## src/rtl/sdram_arb_pkg.sv

```systemverilog
// Shared types for the SDRAM arbiter: FSM state encoding and requester port indices.
package sdram_arb_pkg;

  typedef enum logic [2:0] {
    IDLE,
    ISSUE,
    GUARD1,
    GUARD2,
    WAIT,
    DONE
  } state_t;

  localparam logic [1:0] PORT_VIDEO = 2'd0;
  localparam logic [1:0] PORT_CPU   = 2'd1;
  localparam logic [1:0] PORT_DMA   = 2'd2;

endpackage

```

## src/rtl/sdram_arbiter_rr_pick.sv

```systemverilog
// Combinational round-robin pick: first set bit of req searching upward from start, with wrap.
module rr_pick #(
  parameter int N = 2
) (
  input  logic [N-1:0] req,
  input  logic [1:0]   start,
  output logic [1:0]   idx,
  output logic         valid
);

  int p;

  // Walk from the farthest candidate back to start so the nearest set bit is written last.
  always_comb begin
    idx   = '0;
    valid = 1'b0;
    p     = 0;
    for (int k = N - 1; k >= 0; k--) begin
      p = int'(start) + k;
      if (p >= N) p = p - N;
      if (req[p]) begin
        idx   = 2'(p);
        valid = 1'b1;
      end
    end
  end

endmodule

```

## src/rtl/sdram_arbiter.sv

```systemverilog
// Arbitrates NREQ level req/ack requesters onto the SDRAM controller's edge-triggered rd/we strobes.
//   state  | meaning
//   IDLE   | arbitrate when a req is pending and the controller is ready
//   ISSUE  | raise sd_rd or sd_we for the granted access
//   GUARD1 | strobe held, sd_ready ignored (controller ready-drop latency)
//   GUARD2 | strobe held, sd_ready ignored, timeout counter loaded
//   WAIT   | strobe held until sd_ready or timeout; read data captured on exit
//   DONE   | strobe dropped, one-cycle ack to the granted port
module sdram_arbiter
  import sdram_arb_pkg::*;
#(
  parameter int NREQ    = 3,
  parameter int AW      = 25,
  parameter int P0_MAX  = 4,
  parameter int TIMEOUT = 255
) (
  input  logic              clk,
  input  logic              init_n,
  input  logic [NREQ-1:0]   req,
  input  logic [NREQ-1:0]   req_we,
  input  logic [NREQ*AW-1:0] req_addr,
  input  logic [NREQ*16-1:0] req_din,
  input  logic [NREQ*2-1:0] req_wtbt,
  output logic [NREQ-1:0]   ack,
  output logic [15:0]       rdata,
  output logic [1:0]        grant_id,
  output logic              busy,
  output logic              err,
  output logic [AW-1:0]     sd_addr,
  output logic [15:0]       sd_din,
  output logic [1:0]        sd_wtbt,
  output logic              sd_we,
  output logic              sd_rd,
  input  logic [15:0]       sd_dout,
  input  logic              sd_ready
);

  localparam int CW = $clog2(P0_MAX + 1);
  localparam int TW = $clog2(TIMEOUT + 1);
  localparam logic [CW-1:0] P0_LIMIT = CW'(P0_MAX);
  localparam logic [TW-1:0] TMO_LOAD = TW'(TIMEOUT - 1);
  localparam logic [1:0]    LAST_PORT = 2'(NREQ - 1);

  state_t          state;
  logic [1:0]      rr_ptr;
  logic [CW-1:0]   p0_cnt;
  logic [TW-1:0]   tmo_cnt;
  logic            we_q;

  logic [NREQ-2:0] other_req;
  logic            other_pend;
  logic            p0_win;
  logic            pick_valid;
  logic            grant_ok;
  logic [1:0]      pick_idx;
  logic [1:0]      pick_start;
  logic [1:0]      win_id;

  assign other_req  = req[NREQ-1:1];
  assign other_pend = |other_req;
  assign p0_win     = req[PORT_VIDEO] && !(p0_cnt == P0_LIMIT && other_pend);
  // rr_ptr of 0 (post-reset) starts the search at port 1, same as rr_ptr of 1.
  assign pick_start = (rr_ptr == 2'd0) ? 2'd0 : rr_ptr - 2'd1;
  assign win_id     = p0_win ? PORT_VIDEO : pick_idx + 2'd1;
  assign grant_ok   = sd_ready && (p0_win || pick_valid);

  rr_pick #(.N(NREQ - 1)) u_rr_pick (
    .req   (other_req),
    .start (pick_start),
    .idx   (pick_idx),
    .valid (pick_valid)
  );

  always_ff @(posedge clk or negedge init_n) begin
    if (!init_n) begin
      state    <= IDLE;
      sd_we    <= 1'b0;
      sd_rd    <= 1'b0;
      ack      <= '0;
      busy     <= 1'b0;
      err      <= 1'b0;
      grant_id <= '0;
      rr_ptr   <= '0;
      p0_cnt   <= '0;
      rdata    <= '0;
      sd_addr  <= '0;
      sd_din   <= '0;
      sd_wtbt  <= '0;
      we_q     <= 1'b0;
      tmo_cnt  <= '0;
    end else begin
      ack <= '0;
      case (state)
        IDLE: begin
          if (grant_ok) begin
            sd_addr  <= req_addr[win_id*AW +: AW];
            sd_din   <= req_din[win_id*16 +: 16];
            sd_wtbt  <= req_wtbt[win_id*2 +: 2];
            we_q     <= req_we[win_id];
            grant_id <= win_id;
            busy     <= 1'b1;
            state    <= ISSUE;
            if (p0_win) begin
              if (!other_pend)            p0_cnt <= '0;
              else if (p0_cnt != P0_LIMIT) p0_cnt <= p0_cnt + 1'b1;
            end else begin
              rr_ptr <= (win_id == LAST_PORT) ? 2'd1 : win_id + 2'd1;
              p0_cnt <= '0;
            end
          end
        end
        ISSUE: begin
          sd_we <= we_q;
          sd_rd <= !we_q;
          state <= GUARD1;
        end
        GUARD1: state <= GUARD2;
        GUARD2: begin
          tmo_cnt <= TMO_LOAD;
          state   <= WAIT;
        end
        WAIT: begin
          if (sd_ready) begin
            if (!we_q) rdata <= sd_dout;
            state <= DONE;
          end else if (tmo_cnt == '0) begin
            err   <= 1'b1;
            state <= DONE;
          end else begin
            tmo_cnt <= tmo_cnt - 1'b1;
          end
        end
        DONE: begin
          sd_we <= 1'b0;
          sd_rd <= 1'b0;
          ack   <= NREQ'(1) << grant_id;
          busy  <= 1'b0;
          state <= IDLE;
        end
        default: state <= IDLE;
      endcase
    end
  end

endmodule

```

## config.mk

```make
export PLATFORM = sky130hd
export DESIGN_NAME = sdram_arbiter
export DESIGN_NICKNAME = d
export VERILOG_FILES = /design/src/rtl/sdram_arb_pkg.sv /design/src/rtl/sdram_arbiter_rr_pick.sv /design/src/rtl/sdram_arbiter.sv
export SDC_FILE = /design/constraint.sdc
export NUM_CORES = 1
export LEC_CHECK = 0
export BUFFER_PORTS_ARGS = -buffer_cell sky130_fd_sc_hd__buf_2
export CAP_MARGIN = 20
export CELL_PAD_IN_SITES_DETAIL_PLACEMENT = 1
export CELL_PAD_IN_SITES_GLOBAL_PLACEMENT = 2
export CORE_MARGIN = 2
export CORE_UTILIZATION = 26
export CTS_CLUSTER_SIZE = 40
export DETAILED_ROUTE_END_ITERATION = 8
export PLACE_DENSITY = 0.85
export SLEW_MARGIN = 20
export SYNTH_ARGS = -nofsm -noshare
export SYNTH_HDL_FRONTEND = slang
export SYNTH_SLANG_ARGS = --single-unit
```

## constraint.sdc

```tcl
create_clock -name clk -period 2.7 [get_ports clk]
set_input_delay 0.54 -clock clk [delete_from_list [all_inputs] [get_ports clk]]
set_output_delay 0.54 -clock clk [all_outputs]
set_load 0.01 [all_outputs]
```

Word level (Yosys, flattened, before mapping)

Index checks and enable logic that the tools add are counted.

Eq/ne operators: 13
Shift operators: 4
Multiplexer cells: 32
Magnitude comparators: 5
Reduce and logical (&&, ||, !) cells: 21
Add/sub/neg operators: 8
Multipliers: 1
Bitwise logic cells: 3

Operators with widths:

| kind                                                        | count |
|---|---|
| variable part select 75 x 8 -> 25 bit                       | 1 |
| less-than comparator 32 x 3 -> 1 bit, second input constant | 2 |
| two-way mux 32 bit                                          | 2 |
| variable part select 48 x 7 -> 16 bit                       | 1 |
| >= comparator 32 x 3 -> 1 bit, second input constant        | 1 |
| subtractor 32 x 3 -> 32 bit, second input constant          | 1 |
| two-way mux 3 bit                                           | 7 |
| two-way mux 8 bit                                           | 2 |
| case mux 8 bit (2 select lines)                             | 1 |
| case mux 3 bit (5 select lines)                             | 1 |
| AND reduction 3 bit                                         | 5 |
| two-way mux 1 bit                                           | 10 |
| two-way mux 2 bit                                           | 5 |
| equality test 3 bit, second input constant                  | 3 |
| zero test 8 bit                                             | 1 |
| subtractor 8 x 1 -> 8 bit, second input constant            | 1 |
| multiplier 2 x 5 -> 7 bit, second input constant            | 1 |
| equality test 3 x 2 -> 1 bit, second input constant         | 2 |
| != test 2 bit, second input constant                        | 3 |
| != test 3 bit, second input constant                        | 2 |
| case mux 1 bit (2 select lines)                             | 3 |
| AND reduction 2 bit                                         | 3 |
| nonzero test 2 bit                                          | 3 |
| variable part select 6 x 4 -> 2 bit                         | 1 |
| 19 further kinds                                            | 25 |

Word-level logic and storage cells: 102
Output and inout bits: 68
Bits in registers: 85
Input bits: 154

Depth between registers and ports, before layout

Gate-level depths: netlist of run 1.

Depth after elaboration: 14
Mapped depth: 8
Mapped depth without buffers: 6

Hierarchy

A second synthesis of run 1 with hierarchy kept.

Cells, all modules: 468
Area, all modules: 4650.7 µm²

By module, submodules not included:

| module        | instances | cells an instance | seq. area each (µm²) | area each (µm²) |
|---|---|---|---|---|
| sdram_arbiter | 1         | 463               | 2127.0               | 4619.4 |
| rr_pick       | 1         | 5                 | 0.0                  | 31.3 |

Worst setup path after synthesis of run 1

No wires, ideal clock.

Path kind: input to register
Start: in sd_ready
End: reg tmo_cnt[7]
Library setup time: 0.125 ns
Setup slack: 0.500 ns
Stages on the path: 5
Arrival time: 2.075 ns
Required time: 2.575 ns
Path buffers: 1
Cells stage by stage: or4b_4 a311o_1 buf_6 nor4_1 mux2_2

Longest elaborated chain between the ends: 2

Ends and longest elaborated chain:

| what                                 | line                 | text |
|---|---|---|
| start, declared                      | sdram_arbiter.sv:35  | `input logic sd_ready` |
| != test 2 bit (no source line)       | n/a                  |  |
| AND reduction 3 bit (no source line) | n/a                  |  |
| end signal, assigned                 | sdram_arbiter.sv:130 | `tmo_cnt <= tmo_cnt - 1'b1;` |
| end, declared                        | sdram_arbiter.sv:47  | `logic [TW-1:0] tmo_cnt;` |

No other way between the ends.
A chain may end at the register's enable or synchronous reset.

Final worst setup path of run 1

Start: reg state[0]
End: reg tmo_cnt[7]

Longest elaborated chain between the ends: 3
Elaborated cells between the ends (all ways): 7
Those cells by class: 4 x eq/ne; 1 x mux; 2 x reduce/logical

Ends and longest elaborated chain:

| what                                                                        | line                 | text |
|---|---|---|
| start, declared                                                             | sdram_arbiter.sv:44  | `state_t state;` |
| start signal, assigned                                                      | sdram_arbiter.sv:76  | `state <= IDLE;` |
| start signal, assigned                                                      | sdram_arbiter.sv:102 | `state <= ISSUE;` |
| start signal, assigned                                                      | sdram_arbiter.sv:115 | `state <= GUARD1;` |
| equality test 3 bit / equality test 3 x 2 -> 1 bit (equally long branches)  | sdram_arbiter.sv:93  | `case (state)` |
| != test 2 bit (no source line) / nonzero test 2 bit (equally long branches) | n/a                  |  |
| AND reduction 3 bit (no source line)                                        | n/a                  |  |

Parallel ways exist; a longest one is shown, timed or not.

==> metrics.csv, run 1 <==
metric;value;unit
status;complete, no violations;
CP Max Fanout;9;
final WL;15900;um
internal power;3.50;mW
DR vias;4522;
layout cell share with drive strength beyond 1;41.2;%
most common cell after layout, fill and taps aside;buf_2;
Synth cell types;38;
GRT Total Usage;17.7;%
DRT Pass-1 Iters;4;
Port-buffer cells;221;
Hold WS;0.193;ns
Cells after Synth;462;
gr ovfl total;0;
maximum vdd drop;0.348;mV
Crit Path Category;reg2reg;
Post-Syn Nets;620;
maxcap violations;0;
Seq cells post-synth;85;
Worst slew margin;33.8;%
Avg Cell Area, Syn;9.79;um2
initial antenna violation count;0;
Final Max Tran Viols;0;
# Post-CTS Setup Buffers;0;
commonest non-fill, non-tap cells in the layout;220 x buf_2, 85 x dfrtp_1, 52 x inv_1;
final setup vio count;0;
post-DP HPWL;11100;um
clock buffer depth;2;
Post-synth ARST share;100;%
combinational share of power;41.8;%
fin nets;821;
RSZ-0062 raised after global routing;no;
Antenna Cells;0;
slowest stage delay, CP;0.55;ns
Power Density;919;nW/um2
Final Non-Filler Cells;893;
Worst setup EP type;flop;
routability congestion estimate;0.760;
Ys Warns;0;
final worst path period need;2.16;ns
power share of the sequential group;37.5;%
CTS Hold Bufs;0;
largest net degree at the start of global routing;49;
Chip Width;136;um
Worst-Skew Late Latency;0.34;ns
WL/cell;17.8;um
clk sinks;85;
slowest stage cell on the critical path;or4b_4;
CTS tree;done;
Worst-Margin Slew;0.993;ns
Die Y;136;um
area delta synth->final;36.3;%
Avg Vias per Cell;5.06;
WP data arrival;2.39;ns
Setup crit start kind;flop;
worst reg-to-reg path cell count;4;
Die Area;18500;um2
Final TNS setup;0;ns
total placed cells including tap cells;877;
vias in the first global route;4866;
switch share;38.2;%
CTS buffer count;9;
# H-tree levels;3;
EDFF count, synth;0;
site row count;48;
io pins;222;
core footprint;17200;um2
synthesized area;4520;um2
Resize count post-CTS;0;
DR iter-0 viols;151;
Detail Route Antenna Nets;0;
hold crit path type;in2async;
period utilisation layout;80.1;%
Fin. Hold Viols;0;
Main synth FF type;dfrtp_1;
DRC errors left;0;
Psw;2.17;mW
CP required;2.92;ns
overall power;5.67;mW
Root Buffer;clkbuf_16;
Seq/Total Area, Yosys;47.0;%
first-pass GRT wire length;25400;um
Clock transition at path regs;0.06;ns
initial core utilization;26.3;%
crit-path cells;or4b_4, a311o_1, nor4_1, mux2_2;
leakage;2.96;nW
fmax;0.462;GHz
clk_skew;0.00461;ns
Clock Power Share;20.7;%
## stage by stage
step	utilization (%)	setup WS, ns	instance area, um2
global placement	34.3	0.261	5890
floorplan	-	0.500	4520
CTS	35.9	0.523	6160
global route	35.9	0.419	6160
finish	35.9	0.538	6160
detailed placement	34.3	0.300	5890
## synthesized netlist by cell type (4+ instances only)
library cell	number	share of area (%)
ha_1	4	1.1
dfrtp_1	85	47
a21oi_1	4	0.44
buf_2	5	0.55
clkbuf_1	37	3.1
nor4_1	5	0.69
inv_1	52	4.3
mux2_2	17	4.2
a221oi_1	44	8.5
o21ai_0	50	5.5
nand2_1	16	1.3
a2111o_1	44	11
o31ai_1	4	0.66
nor2_1	51	4.2
## state kept, by name (all words and copies together) (netlist names), 2 cells and up
name / flops
ack: 3
grant_id: 2
p0_cnt: 3
rdata: 16
rr_ptr: 2
sd_addr: 25
sd_din: 16
sd_wtbt: 2
state: 3
tmo_cnt: 8
## power groups by stage
stage | combinational (mW) | sequential [mW] | clock [mW]
3_3_place_gp | 2.32 | 2.11 | 0
6_report | 2.37 | 2.12 | 1.18
5_1_grt | 2.65 | 2.19 | 1.28
3_5_place_dp | 2.41 | 2.14 | 0
4_1_cts | 2.41 | 2.13 | 1.22
2_1_floorplan | 1.17 | 2.33 | 0
## path summary, 6_finish.rpt
path,endpoint,from,slack (ns)
hold reg to reg,tmo_cnt[0],tmo_cnt[0],0.48
setup / recovery,tmo_cnt[7],state[0],0.54
max in group asynchronous,sd_din[11],init_n,1.86
min in group clk,rdata[4],sd_dout[4],0.43
setup reg to reg,tmo_cnt[7],state[0],0.54
hold / removal,tmo_cnt[6],init_n,0.19
## layout make-up
class                      instances  area, um2
clock inverter                     5       36.3
inverter                          52        195
clock buffer                      11        243
fill                            2067      11000
tap                              225        282
sequential                        85       2130
multi-input combinational        280       2030
timing repair buffer             235       1250
## worst max-delay path: cells and delay by family (launching register included)
| kind | cells | cell delay, ns |
|---|---|---|
| and+or+nand+nor | 2 | 0.84 |
| AOI/OAI and AO/OA | 1 | 0.46 |
| DFF | 1 | 0.38 |
| muxes | 1 | 0.37 |
## metal layers
metal,GRT usage [%],up-vias,part of all wire (%)
met5,0,-,0
met4,5.56,0,1.8
met3,5.22,18,6.7
met2,29.6,164,48
met1,21.9,2223,44
li1,-,2117,-
## cell families after synthesis
| logic type | after synthesis | synth area share [%] |
|---|---|---|
| AOI/OAI and AO/OA | 156 | 27.9 |
| buffers and inverters | 97 | 8.52 |
| adders and majority gates | 4 | 1.11 |
| DFF | 85 | 47.0 |
| and+or+nand+nor | 100 | 10.5 |
| muxes | 20 | 4.90 |
(Power assumes the default switching activity.)
==> run 2: changes to the inputs <==
clock period = 2 ns   (was 2.7 ns; I/O delays follow)
==> run 2 against run 1 <==
  * The flow now finishes with violations (negative setup slack)
  * Critical path depth unchanged
  * Combinational power increased by 44%
  * Fmax increased by 7.4%
  * Sequential cell count unchanged
  * Final cell count increased by 1.9%
  * Sequential power increased by 36%
  * Die area unchanged
  * Clock power increased by 36%
  * Design area increased by 3.5%
  * Hold slack got worse by 0.17 ns
  * Power increased by 40%
  * Critical path type unchanged
  * Largest power group unchanged
  * Highest routed layer unchanged
==> metrics.csv, run 2 (synthesized netlist as in run 1, its figures left out) <==
metric;value;unit;change
slowest stage cell on the critical path;or4b_4;;unchanged
clk_skew;0.00792;ns;was 0.00461 ns
DRC errors left;0;;unchanged
WP data arrival;2.22;ns;was 2.39 ns
slowest stage delay, CP;0.52;ns;was 0.55 ns
routability congestion estimate;0.829;;was 0.760
gr ovfl total;0;;unchanged
status;finished with violations;;was complete, no violations
maxcap violations;0;;unchanged
commonest non-fill, non-tap cells in the layout;220 x buf_2, 85 x dfrtp_1, 52 x inv_1;;unchanged
Chip Width;136;um;unchanged
Power Density;1240;nW/um2;was 919 nW/um2
post-DP HPWL;11800;um;was 11,100 um
final worst path period need;2.01;ns;was 2.16 ns
DR iter-0 viols;141;;was 151
R2R Setup Slk;-0.01;ns;was 0.54 ns
worst reg-to-reg path cell count;4;;unchanged
WL/cell;18.0;um;was 17.8 um
fin nets;837;;was 821
Worst setup EP type;flop;;unchanged
initial core utilization;26.3;%;unchanged
Worst-Skew Late Latency;0.33;ns;was 0.34 ns
CTS tree;done;;unchanged
first-pass GRT wire length;25400;um;about the same
leakage;3.08;nW;was 2.96 nW
family with the most delay on the worst path;simple AND/OR/NAND/NOR gates;;unchanged
layout cell share with drive strength beyond 1;42.7;%;was 41.2%
final WL;16400;um;was 15,900 um
most common cell after layout, fill and taps aside;buf_2;;unchanged
io pins;222;;unchanged
clock buffer depth;2;;unchanged
fin worst setup slack;-0.0125;ns;was 0.538 ns
fmax;0.497;GHz;was 0.462 GHz
hold crit path type;in2async;;unchanged
area delta synth->final;41.1;%;was 36.3%
GRT Total Usage;17.6;%;was 17.7%
final core occ;37.1;%;was 35.9%
period utilisation layout;101;%;was 80.1%
Placement Setup Slack;-0.206;ns;was 0.300 ns
Buf/Inv on CP;0;;unchanged
Fin. Hold Viols;0;;unchanged
CTS Hold Bufs;0;;unchanged
CP required;2.21;ns;was 2.92 ns
Root Buffer;clkbuf_16;;unchanged
# H-tree levels;3;;unchanged
Setup crit start kind;flop;;unchanged
Crit Reg-Reg Endpoint;tmo_cnt[6];;was tmo_cnt[7]
site row count;48;;unchanged
failing checks;negative setup slack;;
Avg Vias per Cell;5.06;;about the same
Final Max Tran Viols;0;;unchanged
initial antenna violation count;1;;was 0
Top Registers;sd_addr: 25 flops, rdata: 16 flops, sd_din: 16 flops;;unchanged
core footprint;17200;um2;unchanged
RSZ-0062 raised after global routing;yes;;was no
Worst slew margin;66.6;%;was 33.8%
final setup vio count;2;;was 0
Die Area;18500;um2;unchanged
crit-path cells;or4b_4, a311o_1, o31ai_1, or3b_1;;was or4b_4, a311o_1, nor4_1, mux2_2
CP Max Fanout;6;;was 9
clk sinks;85;;unchanged
Detail Route Antenna Nets;0;;unchanged
DR vias;4601;;was 4,522
DRT Pass-1 Iters;4;;unchanged
vias in the first global route;4908;;was 4,866
Crit Path Category;reg2reg;;unchanged
Clock transition at path regs;0.06;ns;about the same
maximum vdd drop;0.450;mV;was 0.348 mV
Port-buffer cells;221;;unchanged
Worst-Margin Slew;0.501;ns;was 0.993 ns
CTS buffer count;9;;unchanged
Die Y;136;um;unchanged
largest net degree at the start of global routing;54;;was 49
max FFs per register;25;;unchanged
RR Startpoint;state[1];;was state[0]
largest register by flop count;sd_addr;;unchanged
==> run 2: worst reg2reg max path: cells and delay by family, from the launching register on <==
family           cells  cell delay, ns
AND/OR/NAND/NOR      2            0.90
AO/OA/AOI/OAI        2            0.61
flip-flops           1            0.38
==> run 2: layout make-up <==
type | instances | area (um2)
Fill cell | 2043 | 10800
Sequential cell | 85 | 2130
Multi-Input combinational cell | 280 | 2060
Timing Repair Buffer | 251 | 1440
Tap cell | 225 | 282
Clock buffer | 14 | 264
Inverter | 52 | 195
Clock inverter | 2 | 16.3
Antenna cell | 1 | 2.50
==> run 2: metal layers <==
metal	wire (um)	track usage [%]	vias up
met5	0	0	-
met4	358	7.58	0
met3	1040	3.65	26
met2	7810	29.2	177
met1	7160	22.2	2244
li1	-	-	2154
==> run 2: through the flow <==
stage               hold WS (ns)  cells  cell area [um2]  setup TNS, ns  total power, mW
floorplan                  0.104    462             4530        -0.0616             4.72
global placement           0.394    890             6030         -0.313             6.08
detailed placement         0.404    890             6030         -0.604             6.26
CTS                       0.0373    907             6310        -0.0381             7.94
global route              0.0532    910             6380         -0.654             8.50
finish                    0.0260    910             6380        -0.0182             7.91
==> run 2: worst max path at each step <==
stage                 end  cells after the start     start
3_5_place_dp   tmo_cnt[6]                      5  sd_ready
6_report       tmo_cnt[6]                      4  state[1]
4_1_cts        tmo_cnt[6]                      4  state[1]
3_3_place_gp   tmo_cnt[5]                      5  sd_ready
5_1_grt        tmo_cnt[6]                      4  state[1]
2_1_floorplan  tmo_cnt[5]                      6  state[0]
==> run 2: what timing repair did <==
action	4_1_cts	5_1_grt
resized for setup	0	6
setup buffers	1	1
endpoints found under the hold margin	0	0
cloned	0	1
setup endpoints to repair	2	31
==> run 2: report_power, final <==
part           total (mW)  internal, mW  switching [mW]
Combinational        3.42          1.56            1.87
Sequential           2.89          2.45           0.436
Clock                1.60         0.917           0.682
